`config.mk`:
```
export PLATFORM = sky130hd
export DESIGN_NAME = pingpong_buffer_ctrl
export DESIGN_NICKNAME = d
export VERILOG_FILES = /design/src/rtl/pingpong_buffer_ctrl.sv
export SDC_FILE = /design/constraint.sdc
export NUM_CORES = 1
export LEC_CHECK = 0
export CAP_MARGIN = 20
export CORE_ASPECT_RATIO = 0.8
export CORE_MARGIN = 2
export CORE_UTILIZATION = 45
export CTS_CLUSTER_SIZE = 28
export DETAILED_ROUTE_END_ITERATION = 12
export GPL_ROUTABILITY_DRIVEN = 0
export HOLD_SLACK_MARGIN = 0.12
export PLACE_DENSITY = 0.85
export SYNTH_ARGS = -nofsm -noshare
export SYNTH_HDL_FRONTEND = slang
export SYNTH_SLANG_ARGS = --single-unit
```
`constraint.sdc`:
```
create_clock -name clk -period 5.7 [get_ports clk]
set_input_delay 0.855 -clock clk [delete_from_list [all_inputs] [get_ports clk]]
set_output_delay 0.855 -clock clk [all_outputs]
set_load 0.03 [all_outputs]
```
`src/rtl/pingpong_buffer_ctrl.sv`:
```
// Ping-pong controller for two frame RAMs: fills one bank from the producer stream while
// the other is drained to the consumer, swapping only on whole-frame boundaries.
module pingpong_buffer_ctrl #(
    parameter int unsigned DATA_W = 8,
    parameter int unsigned ADDR_W = 5,
    parameter int unsigned DEPTH  = 32
) (
    input  logic              clk,
    input  logic              resetn,
    input  logic              in_valid,
    input  logic [DATA_W-1:0] in_data,
    output logic              in_ready,
    input  logic              out_req,
    output logic              out_valid,
    output logic [DATA_W-1:0] out_data,
    output logic              out_last,
    output logic              ram0_we,
    output logic [ADDR_W-1:0] ram0_waddr,
    output logic [DATA_W-1:0] ram0_wdata,
    output logic              ram0_re,
    output logic [ADDR_W-1:0] ram0_raddr,
    input  logic [DATA_W-1:0] ram0_rdata,
    output logic              ram1_we,
    output logic [ADDR_W-1:0] ram1_waddr,
    output logic [DATA_W-1:0] ram1_wdata,
    output logic              ram1_re,
    output logic [ADDR_W-1:0] ram1_raddr,
    input  logic [DATA_W-1:0] ram1_rdata,
    output logic [1:0]        full_mask,
    output logic [7:0]        frame_cnt
);

    typedef enum logic [1:0] {B_EMPTY, B_FILLING, B_FULL, B_DRAINING} bank_st_e;
    typedef enum logic [1:0] {R_IDLE, R_READ, R_TAIL} rd_st_e;

    localparam logic [ADDR_W-1:0] LAST_ADDR = ADDR_W'(DEPTH - 1);

    bank_st_e [1:0]    bank_q, bank_n;
    rd_st_e            rd_state_q, rd_state_n;
    logic              wr_bank_q, wr_bank_n;
    logic              rd_bank_q, rd_bank_n;
    logic [ADDR_W-1:0] wptr_q, wptr_n;
    logic [ADDR_W-1:0] rptr_q, rptr_n;
    logic              in_ready_q, in_ready_n;
    logic              out_valid_q, out_valid_n;
    logic              out_last_q, out_last_n;
    logic [1:0]        full_mask_q, full_mask_n;
    logic [7:0]        frame_cnt_q, frame_cnt_n;
    logic              accept_c;
    logic              read_c;

    // State registers
    always_ff @(posedge clk) begin
        if (!resetn) begin
            bank_q      <= {B_EMPTY, B_EMPTY};
            rd_state_q  <= R_IDLE;
            wr_bank_q   <= 1'b0;
            rd_bank_q   <= 1'b0;
            wptr_q      <= '0;
            rptr_q      <= '0;
            in_ready_q  <= 1'b0;
            out_valid_q <= 1'b0;
            out_last_q  <= 1'b0;
            full_mask_q <= 2'b00;
            frame_cnt_q <= 8'd0;
        end else begin
            bank_q      <= bank_n;
            rd_state_q  <= rd_state_n;
            wr_bank_q   <= wr_bank_n;
            rd_bank_q   <= rd_bank_n;
            wptr_q      <= wptr_n;
            rptr_q      <= rptr_n;
            in_ready_q  <= in_ready_n;
            out_valid_q <= out_valid_n;
            out_last_q  <= out_last_n;
            full_mask_q <= full_mask_n;
            frame_cnt_q <= frame_cnt_n;
        end
    end

    // Writer, reader FSM and bank bookkeeping
    always_comb begin
        bank_n      = bank_q;
        rd_state_n  = rd_state_q;
        wr_bank_n   = wr_bank_q;
        rd_bank_n   = rd_bank_q;
        wptr_n      = wptr_q;
        rptr_n      = rptr_q;
        out_valid_n = 1'b0;
        out_last_n  = 1'b0;
        frame_cnt_n = frame_cnt_q;
        read_c      = 1'b0;
        accept_c    = in_valid && in_ready_q;

        if (accept_c) begin
            if (wptr_q == LAST_ADDR) begin
                bank_n[wr_bank_q] = B_FULL;
                wptr_n            = '0;
                wr_bank_n         = ~wr_bank_q;
            end else begin
                bank_n[wr_bank_q] = B_FILLING;
                wptr_n            = wptr_q + ADDR_W'(1);
            end
        end

        case (rd_state_q)
            R_IDLE: begin
                if (out_req && bank_q[rd_bank_q] == B_FULL) begin
                    bank_n[rd_bank_q] = B_DRAINING;
                    rptr_n            = '0;
                    rd_state_n        = R_READ;
                end
            end
            R_READ: begin
                read_c      = 1'b1;
                out_valid_n = 1'b1;
                if (rptr_q == LAST_ADDR) begin
                    out_last_n = 1'b1;
                    rptr_n     = '0;
                    rd_state_n = R_TAIL;
                end else begin
                    rptr_n = rptr_q + ADDR_W'(1);
                end
            end
            R_TAIL: begin
                bank_n[rd_bank_q] = B_EMPTY;
                rd_bank_n         = ~rd_bank_q;
                frame_cnt_n       = frame_cnt_q + 8'd1;
                rd_state_n        = R_IDLE;
            end
            default: rd_state_n = R_IDLE;
        endcase

        // Readiness and fullness track the bank states that take effect at this edge
        in_ready_n  = (bank_n[wr_bank_n] == B_EMPTY) || (bank_n[wr_bank_n] == B_FILLING);
        full_mask_n = {bank_n[1] == B_FULL, bank_n[0] == B_FULL};
    end

    assign in_ready   = in_ready_q;
    assign out_valid  = out_valid_q;
    assign out_last   = out_last_q;
    assign full_mask  = full_mask_q;
    assign frame_cnt  = frame_cnt_q;

    // RAM ports are gated so idle buses stay at zero
    assign ram0_we    = accept_c && !wr_bank_q;
    assign ram1_we    = accept_c && wr_bank_q;
    assign ram0_waddr = ram0_we ? wptr_q : '0;
    assign ram1_waddr = ram1_we ? wptr_q : '0;
    assign ram0_wdata = ram0_we ? in_data : '0;
    assign ram1_wdata = ram1_we ? in_data : '0;
    assign ram0_re    = read_c && !rd_bank_q;
    assign ram1_re    = read_c && rd_bank_q;
    assign ram0_raddr = ram0_re ? rptr_q : '0;
    assign ram1_raddr = ram1_re ? rptr_q : '0;

    // rd_bank only toggles after the tail cycle, so it still selects the returning bank
    assign out_data   = out_valid_q ? (rd_bank_q ? ram1_rdata : ram0_rdata) : '0;

endmodule

```
==> reports/qor.yml <==
run_status: "completed"
yosysTopAreaCell: "dfxtp_1"
cts_tree: "built"
place_ws_ps: 2010
portBuffers: 88
post-cts-setup-buffer-count: 0
ant_nets: 0
die_y_um: 63.7
cts_made_buffers: 5
drt_iter0_drc: 150
finalHoldViolCount: 0
synthDistinctLibCells: 48
grt_max_degree: 26
cts_max_level: 2
synth_warnings: 0
diodes: 0
p_per_area_nw_per_um2: 150
cts_buffer_depth: 2
grt-ovfl-total: 0
wirelength_mm: 5.20
grt_pass1_vias: 1867
core-area_um2: 4230
synth.net_count: 280
grt_pass1_wl_mm: 8.61
maxCapViolations: 0
drt-vias-per-instance: 5.26
grt_usage: 0.212
syn2layout_area_growth_pct: 48.5
clkLatencyLatePin_ps: 290
final_area_um2: 2970
multi_input_area_um2: 1280
worstPathRequired_ps: 4850
timing.setup.tns_ps: 0
clockRootBuffer: "clkbuf_8"
fin_nets: 363
power.leakage_nw: 1.17
dieWidth_um: 78.6
synth_common_cells: "31 x dfxtp_1, 28 x and2_1, 25 x nor2_1"
criticalPathCategory: "in -> out"
hold_buffers: 0
cts.sinks: 31
yosysTopAreaCellShare: 0.310
rsz0062_at_grt: "false"
cts_resized: 0
drcViolationCount: 0
critPathLaunchType: "input port"
cp-end-kind: "primary output"
yosysSeqAreaShare: 0.310
synth_edf_count: 0
setup_viol: 0
critPathArrivalTime_ps: 2820
slew_headroom: 0.355
fin_skew_ps: 1.96
fill_cells: 332
rows: 21
ys_top_cells_by_area: "dfxtp_1 31%, and2_1 8.8%, mux2i_1 6.5%, and3_1 5.0%, nor2_1 4.7%"
dieArea_um2: 5000
synth_seq_cells: 31
drive_gt1_frac: 0.0576
antenna_found_initial: 0
seqCellArea_um2: 621
path_max_fanout: 14
max_freq_mhz: 272
synth_ff_type: "dfxtp_1"
drtPass1Iterations: 5
ir_drop_mv: 0.119
postPlaceCellArea_um2: 2880
hold_path_class: "reg -> reg"
dr_total_vias: 2036
boundaryPins: 89
period_share: 0.645
syn_area_per_cell_um2: 8.14
start_util: 0.473
yosysMostFrequentCell: "dfxtp_1"
netlist_instances: 246
dp_hpwl_mm: 3.81
reg2reg_setup_slack_ps: 3460
postLayoutSetupSlackWorst_ps: 2020
avgRoutedWirePerCell_um: 13.4
synthesis.area_um2: 2000
slew_violations: 0
tightest_slew_ps: 966
min_period_ps: 3680
synthArstFlopShare: 0
path_clk_slew_ps: 70
==> registers in the layout, indices dropped and copies added (netlist names), 2 cells and up <==
signal,cells
bank_q,4
wptr_q,5
rptr_q,5
frame_cnt,8
rd_state_q,2
full_mask,2
==> critical path: stages <==
cell and delay, ps:
clkdlybuf4s50_1 630, nand3b_2 200, inv_1 290, and2_1 170
clkdlybuf4s50_1 670
==> area by class of cell <==
class | count | share of cell area
Tap cell | 57 | 0.0240
Clock buffer | 5 | 0.0231
Timing Repair Buffer | 88 | 0.296
Multi-Input combinational cell | 196 | 0.432
Sequential cell | 31 | 0.209
Clock inverter | 3 | 0.00673
Inverter | 7 | 0.00884
==> cells by family after synthesis <==
logic type                 Yosys count  synth area share
AOI/OAI and AO/OA                   47             0.152
adders and majority gates            6            0.0375
buffers and inverters               19            0.0481
DFF                                 31             0.310
xor gates and xnor gates             7            0.0306
and+or+nand+nor                    121             0.343
muxes                               15            0.0781
==> cells in the final DEF (no fill, tap or decap), drive strengths merged, types with 2 or more instances in the layout <==
cell type and n:
clkdlybuf4s50 88, dfxtp 31, and2 28, nor2 26, and3 16, a21oi 16, o21ai 16, mux2i 13
nand2 13, nor2b 10, nor3 7, inv 7, ha 6, xor2 5, clkbuf 5, nand3 5
nand4 4, nand2b 3, or3 3, a21o 3, xnor2 2, a22oi 2, clkinvlp 2, nand3b 2
mux2 2
==> power breakdown <==
| part | internal, mW | switching, mW |
|---|---|---|
| Clock | 0.0848 | 0.0884 |
| Combinational | 0.0292 | 0.0228 |
| Sequential | 0.218 | 0.00285 |
==> stage by stage <==
stage                     cells  hold slack (ps)  total power, mW  utilization
after global routing        387              528            0.462        0.703
after CTS                   387              495            0.448        0.703
final                       387              496            0.446        0.703
after global placement      379              470            0.277        0.682
after floorplan             246              474            0.248            -
after detailed placement    379              483            0.278        0.682
==> routing by layer <==
metal  wire length (µm)  GRT usage  up-vias
li1                   -          -     1028
met1               2510      0.283      935
met2               2250      0.328       66
met3                384     0.0630        7
met4                 60     0.0658        0
met5                  0          0        -
==> path summary, 6_finish.rpt <==
| check | depth (start not counted) | startpoint | end |
|---|---|---|---|
| worst max-delay path | 5 | in_valid | ram0_waddr[3] |
| worst max register to register | 5 | rd_bank_q$_SDFFE_PN0N_ | full_mask[0]$_SDFF_PN0_ |
| worst min-delay path | 2 | frame_cnt[7]$_SDFFE_PN0N_ | frame_cnt[7]$_SDFFE_PN0N_ |
| worst min register to register | 2 | frame_cnt[7]$_SDFFE_PN0N_ | frame_cnt[7]$_SDFFE_PN0N_ |
Note: power is estimated with default switching activity, not from simulation.
